File: src/rtl/td4_core_param.sv
// TD4-class accumulator CPU: one instruction per enabled clock, fetched from external ROM at address=PC.
// Optional macro TD4_HALT_EN turns opcode 1000 into HLT; otherwise it is a NOP and halted is tied 0.
module td4_core_param #(
  parameter  int DW = 4,
  parameter  int AW = 4,
  localparam int IW = 4 + DW
) (
  input  logic          clk,
  input  logic          n_reset,
  input  logic          en,
  input  logic [IW-1:0] instr,
  output logic [AW-1:0] address,
  input  logic [DW-1:0] in_port,
  output logic [DW-1:0] out_port,
  output logic          out_strobe,
  output logic          halted
);

  localparam logic [3:0] OP_ADD_A = 4'b0000;
  localparam logic [3:0] OP_ADD_B = 4'b0101;
  localparam logic [3:0] OP_MOV_A = 4'b0011;
  localparam logic [3:0] OP_MOV_B = 4'b0111;
  localparam logic [3:0] OP_MV_AB = 4'b0001;
  localparam logic [3:0] OP_MV_BA = 4'b0100;
  localparam logic [3:0] OP_IN_A  = 4'b0010;
  localparam logic [3:0] OP_IN_B  = 4'b0110;
  localparam logic [3:0] OP_OUT_B = 4'b1001;
  localparam logic [3:0] OP_OUT_I = 4'b1011;
  localparam logic [3:0] OP_JMP   = 4'b1111;
  localparam logic [3:0] OP_JNC   = 4'b1110;
`ifdef TD4_HALT_EN
  localparam logic [3:0] OP_HLT   = 4'b1000;
`endif

  logic [3:0]    opcode;
  logic [DW-1:0] im;
  logic [DW-1:0] src;
  logic [DW:0]   sum;
  logic          wr_a, wr_b, wr_out, take_jmp, hlt, run;

  logic [DW-1:0] a_q, a_d, b_q, b_d, out_q, out_d;
  logic [AW-1:0] pc_q, pc_d;
  logic          cf_q, cf_d, strb_q, strb_d;
  logic          halted_q, halted_d;

  assign opcode = instr[IW-1:IW-4];
  assign im     = instr[DW-1:0];

  // Decode: pick ALU source and destination; undefined opcodes add 0+im so carry is always clear.
  always_comb begin
    src      = '0;
    wr_a     = 1'b0;
    wr_b     = 1'b0;
    wr_out   = 1'b0;
    take_jmp = 1'b0;
    hlt      = 1'b0;
    case (opcode)
      OP_ADD_A: begin src = a_q;     wr_a = 1'b1; end
      OP_ADD_B: begin src = b_q;     wr_b = 1'b1; end
      OP_MOV_A: wr_a = 1'b1;
      OP_MOV_B: wr_b = 1'b1;
      OP_MV_AB: begin src = b_q;     wr_a = 1'b1; end
      OP_MV_BA: begin src = a_q;     wr_b = 1'b1; end
      OP_IN_A:  begin src = in_port; wr_a = 1'b1; end
      OP_IN_B:  begin src = in_port; wr_b = 1'b1; end
      OP_OUT_B: begin src = b_q;     wr_out = 1'b1; end
      OP_OUT_I: wr_out = 1'b1;
      OP_JMP:   take_jmp = 1'b1;
      OP_JNC:   take_jmp = ~cf_q;
`ifdef TD4_HALT_EN
      OP_HLT:   hlt = 1'b1;
`endif
      default:  ;
    endcase
  end

  assign sum = {1'b0, src} + {1'b0, im};

`ifdef TD4_HALT_EN
  assign run = en & ~halted_q;
`else
  assign run = en;
`endif

  // Next state: everything holds unless an instruction executes; the strobe always falls.
  always_comb begin
    a_d      = a_q;
    b_d      = b_q;
    out_d    = out_q;
    pc_d     = pc_q;
    cf_d     = cf_q;
    strb_d   = 1'b0;
    halted_d = halted_q;
    if (run) begin
      if (hlt) begin
        halted_d = 1'b1;
      end else begin
        cf_d   = sum[DW];
        strb_d = wr_out;
        pc_d   = take_jmp ? im[AW-1:0] : pc_q + AW'(1);
        if (wr_a)   a_d   = sum[DW-1:0];
        if (wr_b)   b_d   = sum[DW-1:0];
        if (wr_out) out_d = sum[DW-1:0];
      end
    end
  end

  always_ff @(posedge clk) begin
    if (!n_reset) begin
      a_q    <= '0;
      b_q    <= '0;
      out_q  <= '0;
      pc_q   <= '0;
      cf_q   <= 1'b0;
      strb_q <= 1'b0;
    end else begin
      a_q    <= a_d;
      b_q    <= b_d;
      out_q  <= out_d;
      pc_q   <= pc_d;
      cf_q   <= cf_d;
      strb_q <= strb_d;
    end
  end

`ifdef TD4_HALT_EN
  always_ff @(posedge clk) begin
    if (!n_reset) halted_q <= 1'b0;
    else          halted_q <= halted_d;
  end
`else
  assign halted_q = 1'b0;
`endif

  assign address    = pc_q;
  assign out_port   = out_q;
  assign out_strobe = strb_q;
  assign halted     = halted_q;

endmodule

File: config.mk
export PLATFORM = sky130hd
export DESIGN_NAME = td4_core_param
export DESIGN_NICKNAME = d
export VERILOG_FILES = /design/src/rtl/td4_core_param.sv
export SDC_FILE = /design/constraint.sdc
export NUM_CORES = 1
export LEC_CHECK = 0
export ABC_AREA = 1
export BUFFER_PORTS_ARGS = -buffer_cell sky130_fd_sc_hd__buf_2
export CORE_MARGIN = 4
export CORE_UTILIZATION = 47
export DETAILED_ROUTE_END_ITERATION = 16
export GPL_TIMING_DRIVEN = 0
export PLACE_DENSITY = 0.73
export SETUP_SLACK_MARGIN = 0.05
export SYNTH_ARGS = -nofsm -noshare
export SYNTH_HDL_FRONTEND = slang
export SYNTH_SLANG_ARGS = --single-unit
File: constraint.sdc
create_clock -name clk -period 1.6 [get_ports clk]
set_clock_uncertainty 0.05 [all_clocks]
set_input_delay 0.16 -clock clk [delete_from_list [all_inputs] [get_ports clk]]
set_output_delay 0.16 -clock clk [all_outputs]
set_load 0.01 [all_outputs]
Word-level counts from Yosys, hierarchy flattened
Cells that the tools add are included.
{"block": "op_classes", "n_addsub": 2, "eq_ne": 11, "muxes": 6, "bitwise_logic": 1, "n_reduce_logical": 11}
{"op": "4-bit by 3-bit == test with 1-bit output (second input constant)", "count": 4}
{"op": "4-bit == test (second input constant)", "count": 4}
{"op": "4-bit one-hot mux with 3 select lines", "count": 1}
{"op": "4-bit by 2-bit == test with 1-bit output (second input constant)", "count": 2}
{"op": "2-bit AND reduction", "count": 4}
{"op": "4-bit OR reduction", "count": 2}
{"op": "2-bit OR reduction", "count": 3}
{"op": "4-bit by 4-bit adder with 5-bit output", "count": 1}
{"op": "4-bit by 1-bit adder with 4-bit output (second input constant)", "count": 1}
{"op": "4-bit by 1-bit == test with 1-bit output (second input constant)", "count": 1}
{"op": "4-bit zero test", "count": 1}
{"op": "4-bit two-way mux", "count": 1}
{"op": "1-bit two-way mux", "count": 3}
{"op": "3-bit OR reduction", "count": 1}
{"op": "1-bit one-hot mux with 2 select lines", "count": 1}
{"op": "1-bit NOT", "count": 1}
{"block": "word_totals", "reg_bits": 18, "inputBits": 15, "wordCells": 37}

Logic depth before layout (Yosys ltp)
{"block": "depth", "depth_word": 4, "depth_mapped": 11, "mapped_depth_nobuf": 11}

Least setup slack after synthesis
No wires, ideal clock.
{"block": "synth_timing", "path_type": "in2reg", "startpoint": "in instr[5]", "endpoint": "reg out_q[2], in the netlist out_port[2]", "setup_time_ps": 70, "t_arrival_ps": 1497, "t_required_ps": 1480, "setup_slack_ps": -17, "cell_stages": 9, "cell_sequence": "inv_1 nand3_1 o211ai_1 ha_1 inv_1 fa_1 xnor2_1 inv_1 a21oi_1"}
{"block": "synth_via", "elab_chain_cells": 4}
{"element": "start: declaration", "line_no": "11", "text": "input logic [IW-1:0] instr,"}
{"element": "4-bit == test (tied with other cells)", "line_no": "57", "text": "case (opcode)"}
{"element": "3-bit OR reduction (no source line) or 2-bit OR reduction (tied branches)"}
{"element": "4-bit one-hot mux with 3 select lines or 1-bit two-way mux (tied branches)", "line_no": "57"}
{"element": "4-bit by 4-bit adder with 5-bit output or 2-bit AND reduction (tied branches)"}
{"element": "end signal: assignment", "line_no": "119", "text": "out_q <= out_d;"}
{"element": "end: declaration", "line_no": "41", "text": "logic [DW-1:0] a_q, a_d, b_q, b_d, out_q, out_d;"}
Several ways; a longest one is shown, not always the timed one.
A chain may end at the register's enable or synchronous reset.

Worst setup path after layout
{"block": "layout_timing", "startpoint": "reg b_q[0]", "endpoint": "reg out_q[2], in the netlist out_port[2]"}
{"block": "layout_via", "elab_chain_cells": 2}
{"element": "start: declaration", "line_no": "41"}
{"element": "start signal: assignment", "line_no": "111", "text": "b_q <= '0;"}
{"element": "start signal: assignment", "line_no": "118", "text": "b_q <= b_d;"}
{"element": "4-bit one-hot mux with 3 select lines", "line_no": "57"}
{"element": "4-bit by 4-bit adder with 5-bit output", "line_no": "77", "text": "assign sum = {1'b0, src} + {1'b0, im};"}
Every way passes these cells.

==> Implementation_results.wiki <==
{| class="wikitable"
! Metric !! Value
|-
| Detailed-router iteration count before antenna repair || 4
|-
| Netlist area before placement || 0.00104 mm²
|-
| Top Ports || 25
|-
| Skew-Pair Late Insertion Delay || 300 ps
|-
| Post-DP HPWL || 1880 µm
|-
| Site row count || 16
|-
| Warning count from the yosys run || 0
|-
| Count of input and output buffers || 23
|-
| Post-placement worst setup slack || -316 ps
|-
| Total power density per cell area || 766 mW/mm²
|-
| Synth top area share || 34.7%
|-
| Share of synthesized registers carrying an async set or reset || 0%
|-
| Number of enable flip-flop cells after synthesis || 0
|-
| Final setup violation count || 9
|-
| Total global-route track usage || 19.3%
|-
| Maximum resistive drop on vdd || 0.521 mV
|-
| Library cell with the largest summed area after synthesis || sky130_fd_sc_hd__dfxtp_1
|-
| Data arrival time of the critical path || 1860 ps
|-
| Number of instances in the synthesized netlist || 145
|-
| Fin crit share || 105%
|-
| Placer congestion estimate || 0.867
|-
| Setup crit start kind || flip-flop
|-
| Diode count || 0
|-
| WL/cell || 12.5 µm
|-
| Area Growth Syn to Fin || 23.0%
|-
| RSZ-0062 raised after global routing || true
|-
| Starting utilization of the core area || 51.4%
|-
| Cell area reported after detailed placement || 0.00120 mm²
|-
| Max-cap viol count || 0
|-
| Kind of capture point of the worst setup path || flip-flop
|-
| Total of hold buffers inserted after clock tree synthesis || 0
|-
| CTS buffer count || 3
|-
| Total area of multi-input combinational cells || 593 µm²
|-
| Minimum setup slack among reg-to-reg paths || -70 ps
|-
| Number of antenna violations at the first check in global routing || 0
|-
| Die boundary height || 55.0 µm
|-
| Post-synthesis net count || 166
|-
| Count of placed standard cells including taps || 195
|-
| Drt initial violations || 20
|-
| Fraction of final layout cells with drive strength greater than 1 || 30.5%
|-
| Critical setup path kind || flip-flop to flip-flop
|-
| Post-route design area || 0.00128 mm²
|-
| Hold Path Class || input port to flip-flop
|-
| Number of max-slew violations in the final report || 0
|-
| Post-detailed-route via-to-cell ratio || 5.11
|-
| Clock-pin slew of the registers on the worst-case setup and hold paths || 110 ps
|-
| Buffers from clock root to sink, at most || 2
|-
| Clock tree from TritonCTS || done
|-
| Status || complete, but fails checks
|-
| Min cycle time layout || 1670 ps
|-
| First-pass GRT wire length || 4140 µm
|-
| Biggest fanout along the worst timing path || 3
|-
| Flip-flop and latch count after synthesis || 18
|-
| Most used flip-flop cell after synthesis || sky130_fd_sc_hd__dfxtp_1
|-
| Count of cell types in the netlist || 25
|-
| Gr ovfl total || 0
|-
| Leading cell types by total area after synthesis || sky130_fd_sc_hd__dfxtp_1 (35%), sky130_fd_sc_hd__inv_1 (9.4%), sky130_fd_sc_hd__nand2_1 (6.9%)
|-
| Number of H-tree levels || 1
|-
| Proportion of synthesized chip area in sequential cells || 34.7%
|-
| Count of filler cells inserted in the layout || 195
|-
| Sinks on the clock net || 18
|-
| Pin count of the biggest net entering global routing || 11
|-
| Total routed wirelength || 2510 µm
|-
| Die Footprint || 0.00303 mm²
|-
| Violated checks || setup timing
|-
| Width of the chip || 55.0 µm
|-
| Vias in the first global route || 971
|-
| Final hold viol count || 0
|-
| Area taken by flip-flops and latches || 362 µm²
|-
| Leakage power summed over all cells || 0.630 nW
|-
| Nets || 196
|-
| Non-Filler Instances || 201
|-
| WP data required || 1790 ps
|-
| Count of nets left with antenna violations after detail routing || 0
|-
| Fmax || 598 MHz
|-
| Setup_tns || -335 ps
|-
| Cell at the root of the clock tree || sky130_fd_sc_hd__clkbuf_4
|-
| Core footprint || 0.00202 mm²
|-
| Avg Inst Size Synth || 7.17 µm²
|-
| Crit path setup slack, layout || -73.0 ps
|-
| Vias post-DR || 1027
|-
| Post-detailed-route DRC marker count || 0
|}
-- flip-flops by register name (all words and copies together), names as in the netlist --
signal,cells
out_strobe,1
cf_q,1
a_q,4
b_q,4
out_port,4
address,4
-- report_power, final --
group          leakage, nW  internal [mW]  switching, mW
clock network       0.0210          0.139          0.150
logic                0.461         0.0809          0.122
registers            0.148          0.471         0.0168
total                0.630          0.691          0.289
-- timing repair --
item,4_1_cts,5_1_grt
buffers inserted,1,1
gates resized for setup,10,1
pin swaps,5,3
endpoints found under the hold margin,0,0
setup endpoints to repair,10,10
-- synthesized netlist by cell type (all sizes together), types with 2 or more instances --
cell type and n:
inv 29, nand2 21, dfxtp 18, nor2 16, a21oi 14, o21ai 13, nand3 12, ha 5
nand4 3, nor3 3, xnor2 2
-- critical path: stages, from the launching register on --
cell,delay [ps]
sky130_fd_sc_hd__dfxtp_2,350
sky130_fd_sc_hd__inv_2,40
sky130_fd_sc_hd__o211ai_1,180
sky130_fd_sc_hd__ha_2,220
sky130_fd_sc_hd__inv_2,40
sky130_fd_sc_hd__fa_2,360
sky130_fd_sc_hd__xnor2_2,160
sky130_fd_sc_hd__inv_2,80
sky130_fd_sc_hd__a21oi_2,130
-- path summary, 6_finish.rpt --
| check | startpoint | endpoint | cells past startpoint |
|---|---|---|---|
| worst min-delay path | n_reset | address[0] | 3 |
| worst max register to register | b_q[0] | out_port[2] | 8 |
| worst min register to register | address[3] | address[3] | 2 |
| worst max-delay path | b_q[0] | out_port[2] | 8 |
-- routing by layer --
layer,up-vias,track usage (%),wire (µm)
li1,527,-,-
met1,471,23.5,1140
met2,25,33.3,1240
met3,4,3.22,111
met4,0,8.10,22
met5,-,0,0
-- final cells by class --
cell class / instances / area share, %
repair buffers: 25 / 10.2
inverters: 29 / 8.81
flip-flops and latches: 18 / 28.3
clock buffers: 4 / 2.84
multi-input cells: 96 / 46.4
plain buffers: 2 / 0.881
well taps: 27 / 2.64
-- cells in the final DEF, fill, tap and decap left out, types with 3 or more instances in the layout --
cell and instances:
sky130_fd_sc_hd__inv_2 6, sky130_fd_sc_hd__nand3_1 12, sky130_fd_sc_hd__nor2_1 14, sky130_fd_sc_hd__inv_1 22
sky130_fd_sc_hd__buf_2 23, sky130_fd_sc_hd__dfxtp_1 17, sky130_fd_sc_hd__buf_4 3, sky130_fd_sc_hd__nand4_1 3
sky130_fd_sc_hd__ha_1 4, sky130_fd_sc_hd__nand2_1 19, sky130_fd_sc_hd__clkbuf_4 3, sky130_fd_sc_hd__a21oi_2 5
sky130_fd_sc_hd__a21oi_1 9, sky130_fd_sc_hd__o21ai_0 11
-- per-stage QoR --
stage | power (mW) | utilization, % | hold WS, ps
floorplan | 0.612 | - | 220
global placement | 0.676 | 59.3 | 383
detailed placement | 0.681 | 59.3 | 390
CTS | 0.980 | 62.7 | 61.8
global route | 1.04 | 63.2 | 94.8
finish | 0.980 | 63.2 | 65.3
-- cell families after synthesis --
group	count (synthesis)	synth area share, %
xor gates and xnor gates	2	1.69
buffers and inverters	31	11.6
adders and majority gates	6	7.94
and+or+nand+nor	56	27.9
AOI/OAI and AO/OA	31	15.9
DFF	18	34.7
other	1	0.361
No activity file was read; power rests on OpenSTA's default activity.
